==> config.mk <==
export PLATFORM = sky130hd
export DESIGN_NAME = alu_logic_arbiter
export DESIGN_NICKNAME = d
export VERILOG_FILES = /design/src/rtl/alu_logic_arbiter.sv
export SDC_FILE = /design/constraint.sdc
export NUM_CORES = 1
export LEC_CHECK = 0
export ABC_AREA = 1
export CAP_MARGIN = 20
export CORE_MARGIN = 4
export CORE_UTILIZATION = 48
export DETAILED_ROUTE_END_ITERATION = 10
export GPL_TIMING_DRIVEN = 0
export PLACE_DENSITY = 0.8
export SLEW_MARGIN = 30
export SYNTH_ARGS = -nofsm -noshare
export SYNTH_HDL_FRONTEND = slang
export SYNTH_SLANG_ARGS = --single-unit
==> constraint.sdc <==
create_clock -name clk -period 2.5 [get_ports clk]
set_input_delay 0.5 -clock clk [delete_from_list [all_inputs] [get_ports clk]]
set_output_delay 0.5 -clock clk [all_outputs]
set_load 0.01 [all_outputs]
==> src/rtl/alu_logic_arbiter.sv <==
// Two-requester round-robin arbiter in front of a 16-bit logical ALU with a
// one-entry registered, tagged response and a saturating illegal-opcode count.
module alu_logic_arbiter #(
  parameter int unsigned WIDTH = 16,
  parameter int unsigned ERRW  = 8
) (
  input  logic             clk,
  input  logic             rst,
  input  logic             req0_valid,
  output logic             req0_ready,
  input  logic [3:0]       req0_opcode,
  input  logic [WIDTH-1:0] req0_a,
  input  logic [WIDTH-1:0] req0_b,
  input  logic             req1_valid,
  output logic             req1_ready,
  input  logic [3:0]       req1_opcode,
  input  logic [WIDTH-1:0] req1_a,
  input  logic [WIDTH-1:0] req1_b,
  output logic             rsp_valid,
  input  logic             rsp_ready,
  output logic             rsp_id,
  output logic [WIDTH-1:0] rsp_data,
  output logic             rsp_err,
  output logic [ERRW-1:0]  err_count
);

  typedef enum logic [3:0] {
    OP_AND  = 4'b1000,
    OP_OR   = 4'b1001,
    OP_NAND = 4'b1010,
    OP_NOR  = 4'b1011,
    OP_NOT  = 4'b1100,
    OP_XOR  = 4'b1101
  } op_e;

  logic             last;
  logic             grant;
  logic             can_accept;
  logic             accept;
  logic             illegal;
  logic [3:0]       sel_op;
  logic [WIDTH-1:0] sel_a;
  logic [WIDTH-1:0] sel_b;
  logic [WIDTH-1:0] result;

  // Round-robin grant: a lone requester wins, on contention the one not served last wins
  always_comb begin
    grant = 1'b0;
    if (req0_valid && req1_valid) begin
      grant = ~last;
    end else if (req1_valid) begin
      grant = 1'b1;
    end
  end

  // Handshake: output register is free when empty or being drained this cycle
  always_comb begin
    can_accept = !rsp_valid || rsp_ready;
    req0_ready = (grant == 1'b0) && req0_valid && can_accept && !rst;
    req1_ready = (grant == 1'b1) && req1_valid && can_accept && !rst;
    accept     = req0_ready || req1_ready;
  end

  // Operand mux for the granted requester
  always_comb begin
    sel_op = grant ? req1_opcode : req0_opcode;
    sel_a  = grant ? req1_a      : req0_a;
    sel_b  = grant ? req1_b      : req0_b;
  end

  // Logical operation; unknown opcodes yield zero and raise the illegal flag
  always_comb begin
    result  = '0;
    illegal = 1'b0;
    case (sel_op)
      OP_AND:  result = sel_a & sel_b;
      OP_OR:   result = sel_a | sel_b;
      OP_NAND: result = ~(sel_a & sel_b);
      OP_NOR:  result = ~(sel_a | sel_b);
      OP_NOT:  result = ~sel_a;
      OP_XOR:  result = sel_a ^ sel_b;
      default: illegal = 1'b1;
    endcase
  end

  // Response register, round-robin history and saturating error counter
  always_ff @(posedge clk) begin
    if (rst) begin
      rsp_valid <= 1'b0;
      rsp_data  <= '0;
      rsp_id    <= 1'b0;
      rsp_err   <= 1'b0;
      err_count <= '0;
      last      <= 1'b1;
    end else if (accept) begin
      rsp_valid <= 1'b1;
      rsp_data  <= result;
      rsp_err   <= illegal;
      rsp_id    <= grant;
      last      <= grant;
      if (illegal && (err_count != '1)) begin
        err_count <= err_count + ERRW'(1);
      end
    end else if (rsp_ready) begin
      rsp_valid <= 1'b0;
    end
  end

endmodule
==> impl_results.md <==
- Status: completed
- Routed via count: 3785
- R2R cell count: 12
- CTS Buf Count: 3
- CTS tree: done
- Multi-input logic area: 2270 um2
- Mapped Area: about 3400 um2
- Layout area overhead: 37.32%
- Pwr per Cell Area: about 350 nW/um2
- Worst setup margin: between 60 and 70 ps
- Peak supply drop: a little over 200 uV
- Final Hold Vio Count: 0
- DR pass1 iterations: 5
- Port Buffers: between 100 and 150
- Maximum root-to-sink buffer count: 2
- Fmax: ~410 MHz
- Insertion delay to the later sink of the worst-skew pair: between 200 and 300 ps
- Crit-path slowest cell: clkdlybuf4s50_1
- Hold Crit Class: reg2reg
- DIE AREA: 8524 um2
- Crit-path cells: clkdlybuf4s50_1 > inv_2 > nand4_4 > inv_1 > clkdlybuf4s50_1
- Reg2Reg Capture Point: rsp_data[11]
- CTS sink cnt: 28
- Top-count cell post-synth: nand2_1
- Area leader, netlist: dfxtp_1
- Nets: just under 800
- Final Slew Violations: 0
- Post-Route WL: just over 9 mm
- Grt total ovfl: 0
- Register area: around 560 um2
- Unrepaired setup endpoints after global routing: false
- Vias/cell: a little under 5
- H-tree depth: 1
- CP Launch Type: input pin
- GP Congestion: 0.8701
- Crit Reg-Reg Startpoint: last
- Syn avg cell area: roughly 6 um2
- Die Ht: between 90 and 100 um
- All-layer global routing usage: 0.2133
- Syn_nets: about 680
- Top post-synthesis cells by area: dfxtp_1, nand2_1, nand3_1, ha_1, inv_1
- Synth top cells by count: nand2_1, inv_1, nand3_1
- R2r setup slk: just over 400 ps
- Final Setup Violations: 0
- Setup WS pre-CTS: -630.8 ps
- Ys flop type: dfxtp_1
- Most used cell, CP: clkdlybuf4s50_1
- Layout fillers: roughly 600
- Top cell type's share of synthesized area: 0.1642
- Layout cells sized above 1: 0.09630
- Max Clock Skew: 8.832 ps
- Critical path class: in2out
- WHS: 469.9 ps
- Initial core utilization: 0.4969
- Post-layout min period: ~2400 ps
- Die width: slightly above 90 um
- Fraction of registers with async set or reset after synthesis: 0
- Largest net degree at the start of global routing: 20
- Max Cap Violations: 0
- Slowest stage delay, CP: between 500 and 600 ps
- First-pass GRT wire length: about 16 mm
- Root Driver: clkbuf_8
- Drt wl/cell: 11.98 um
- CORE AREA: 6869 um2
- Synth Register Bits: 28
- Initial drt markers: between 200 and 300
- DRC: 0
- CP top delay family: buffers and inverters
- Vias in the first global route: between 3k and 4k
- Antenna viol nets, final: 0
- Worst slew pin tran: about 630 ps
- Row count: 30
- Clock slew at reported path FFs: 90 ps
- Element type at the critical path end: output pin
- Synth warn: 0
- Number of flops mapped to enable cells by yosys: 0
- Final HPWL DP: 7.777 mm
- Req. time, crit path: 2000 ps
- Sequential-to-total area share from yosys stat: 0.1642
- Slew headroom: 0.5772
- CP Max Fanout: 6
- Antenna violations before repair: 0
- Ant diodes: 0
- Top Ports: 106
- Critical path data arrival time: 1940 ps
- Cell depth of the worst min-delay path: 2
- Synth Instances: 566
- Leak: 2.374 nW
- Hold Path Origin: rsp_id
- Unique masters post-synth: 32
- WP buf/inv: 4
- Hold worst-path end: rsp_id
- Final period util: 0.9748
## flip-flops by register name, summed over array words and instances, names as in the netlist
register,cells
rsp_data,16
err_count,8
last,1
rsp_err,1
rsp_id,1
rsp_valid,1
## kinds of logic (layout without fill, tap and decap cells)
| logic type | Yosys count | in the layout | share of synthesized area |
|---|---|---|---|
| and+or+nand+nor | 300 | 300 | 0.4227 |
| buffers and inverters | 139 | 248 | 0.1752 |
| AOI/OAI and AO/OA | 61 | 61 | 0.1041 |
| adders and majority gates | 33 | 33 | 0.1210 |
| DFF | 28 | 28 | 0.1642 |
| xor gates and xnor gates | 5 | 5 | 0.01283 |
## what timing repair did
| action | 4_1_cts | 5_1_grt |
|---|---|---|
| hold buffers | 0 | 0 |
| gates resized for setup | 22 | 0 |
| endpoints found under the setup margin | 18 | 0 |
| buffers inserted | 2 | 0 |
## metal layers
metal	vias to the layer above	track usage	routed length (um)
li1	1978	-	-
met5	-	0	0
met1	1664	0.2749	4170
met4	0	0.05074	97
met3	10	0.02681	618
met2	133	0.3764	4350
## how the worst max path moves through the flow
stage	startpoint	end	slack, ps	cells past startpoint
after detailed placement	req0_valid	rsp_data[10]	-630	16
final	rst	req0_ready	60	5
after floorplan	req1_valid	rsp_data[10]	270	15
after global placement	req0_valid	rsp_data[14]	-580	16
after CTS	rst	req0_ready	60	5
after global routing	rst	req0_ready	0.7	5
## cell usage in the layout (no fill, tap or decap), types with 7 or more instances in the layout
master | netlist | layout
nor2_4 | 7 | 7
buf_4 | 12 | 13
nand3_1 | 92 | 92
nand2_1 | 146 | 145
nand3b_1 | 19 | 19
clkdlybuf4s50_1 | 0 | 102
buf_2 | 9 | 9
o21ai_1 | 6 | 15
dfxtp_1 | 28 | 28
ha_1 | 33 | 33
nor2_1 | 21 | 21
a21oi_2 | 10 | 10
o21ai_0 | 27 | 17
inv_1 | 107 | 107
a21oi_1 | 15 | 15
## power by group
group | leakage (nW) | switching, mW | internal (mW)
registers | 0.228 | 0.0164 | 0.471
clock network | 0.0357 | 0.131 | 0.214
logic | 2.11 | 0.436 | 0.354
## worst min-delay path, delay by kind of cell (launching register included)
kind	cells	cell delay, ps
flops	1	320
simple gates	2	110
## per-stage QoR
stage / cells / power [mW] / cell area [um2] / TNS, ps / utilization
2_1_floorplan: 566 / 0.9736 / 3413 / 0 / -
3_3_place_gp: 766 / 1.248 / 4574 / -8703 / 0.6659
3_5_place_dp: 766 / 1.272 / 4574 / -9215 / 0.6659
4_1_cts: 771 / 1.627 / 4687 / 0 / 0.6823
5_1_grt: 771 / 1.743 / 4687 / 0 / 0.6823
6_report: 771 / 1.622 / 4687 / 0 / 0.6823
## area by class of cell
| cell class | count | area share |
|---|---|---|
| Multi-Input combinational cell | 399 | 0.4843 |
| Timing Repair Buffer | 106 | 0.2248 |
| Sequential cell | 28 | 0.1196 |
| Inverter | 110 | 0.08916 |
| Buffer | 28 | 0.04138 |
| Tap cell | 96 | 0.02563 |
| Clock buffer | 3 | 0.008809 |
| Clock inverter | 1 | 0.006407 |
Note: power is estimated with default switching activity, not from simulation.
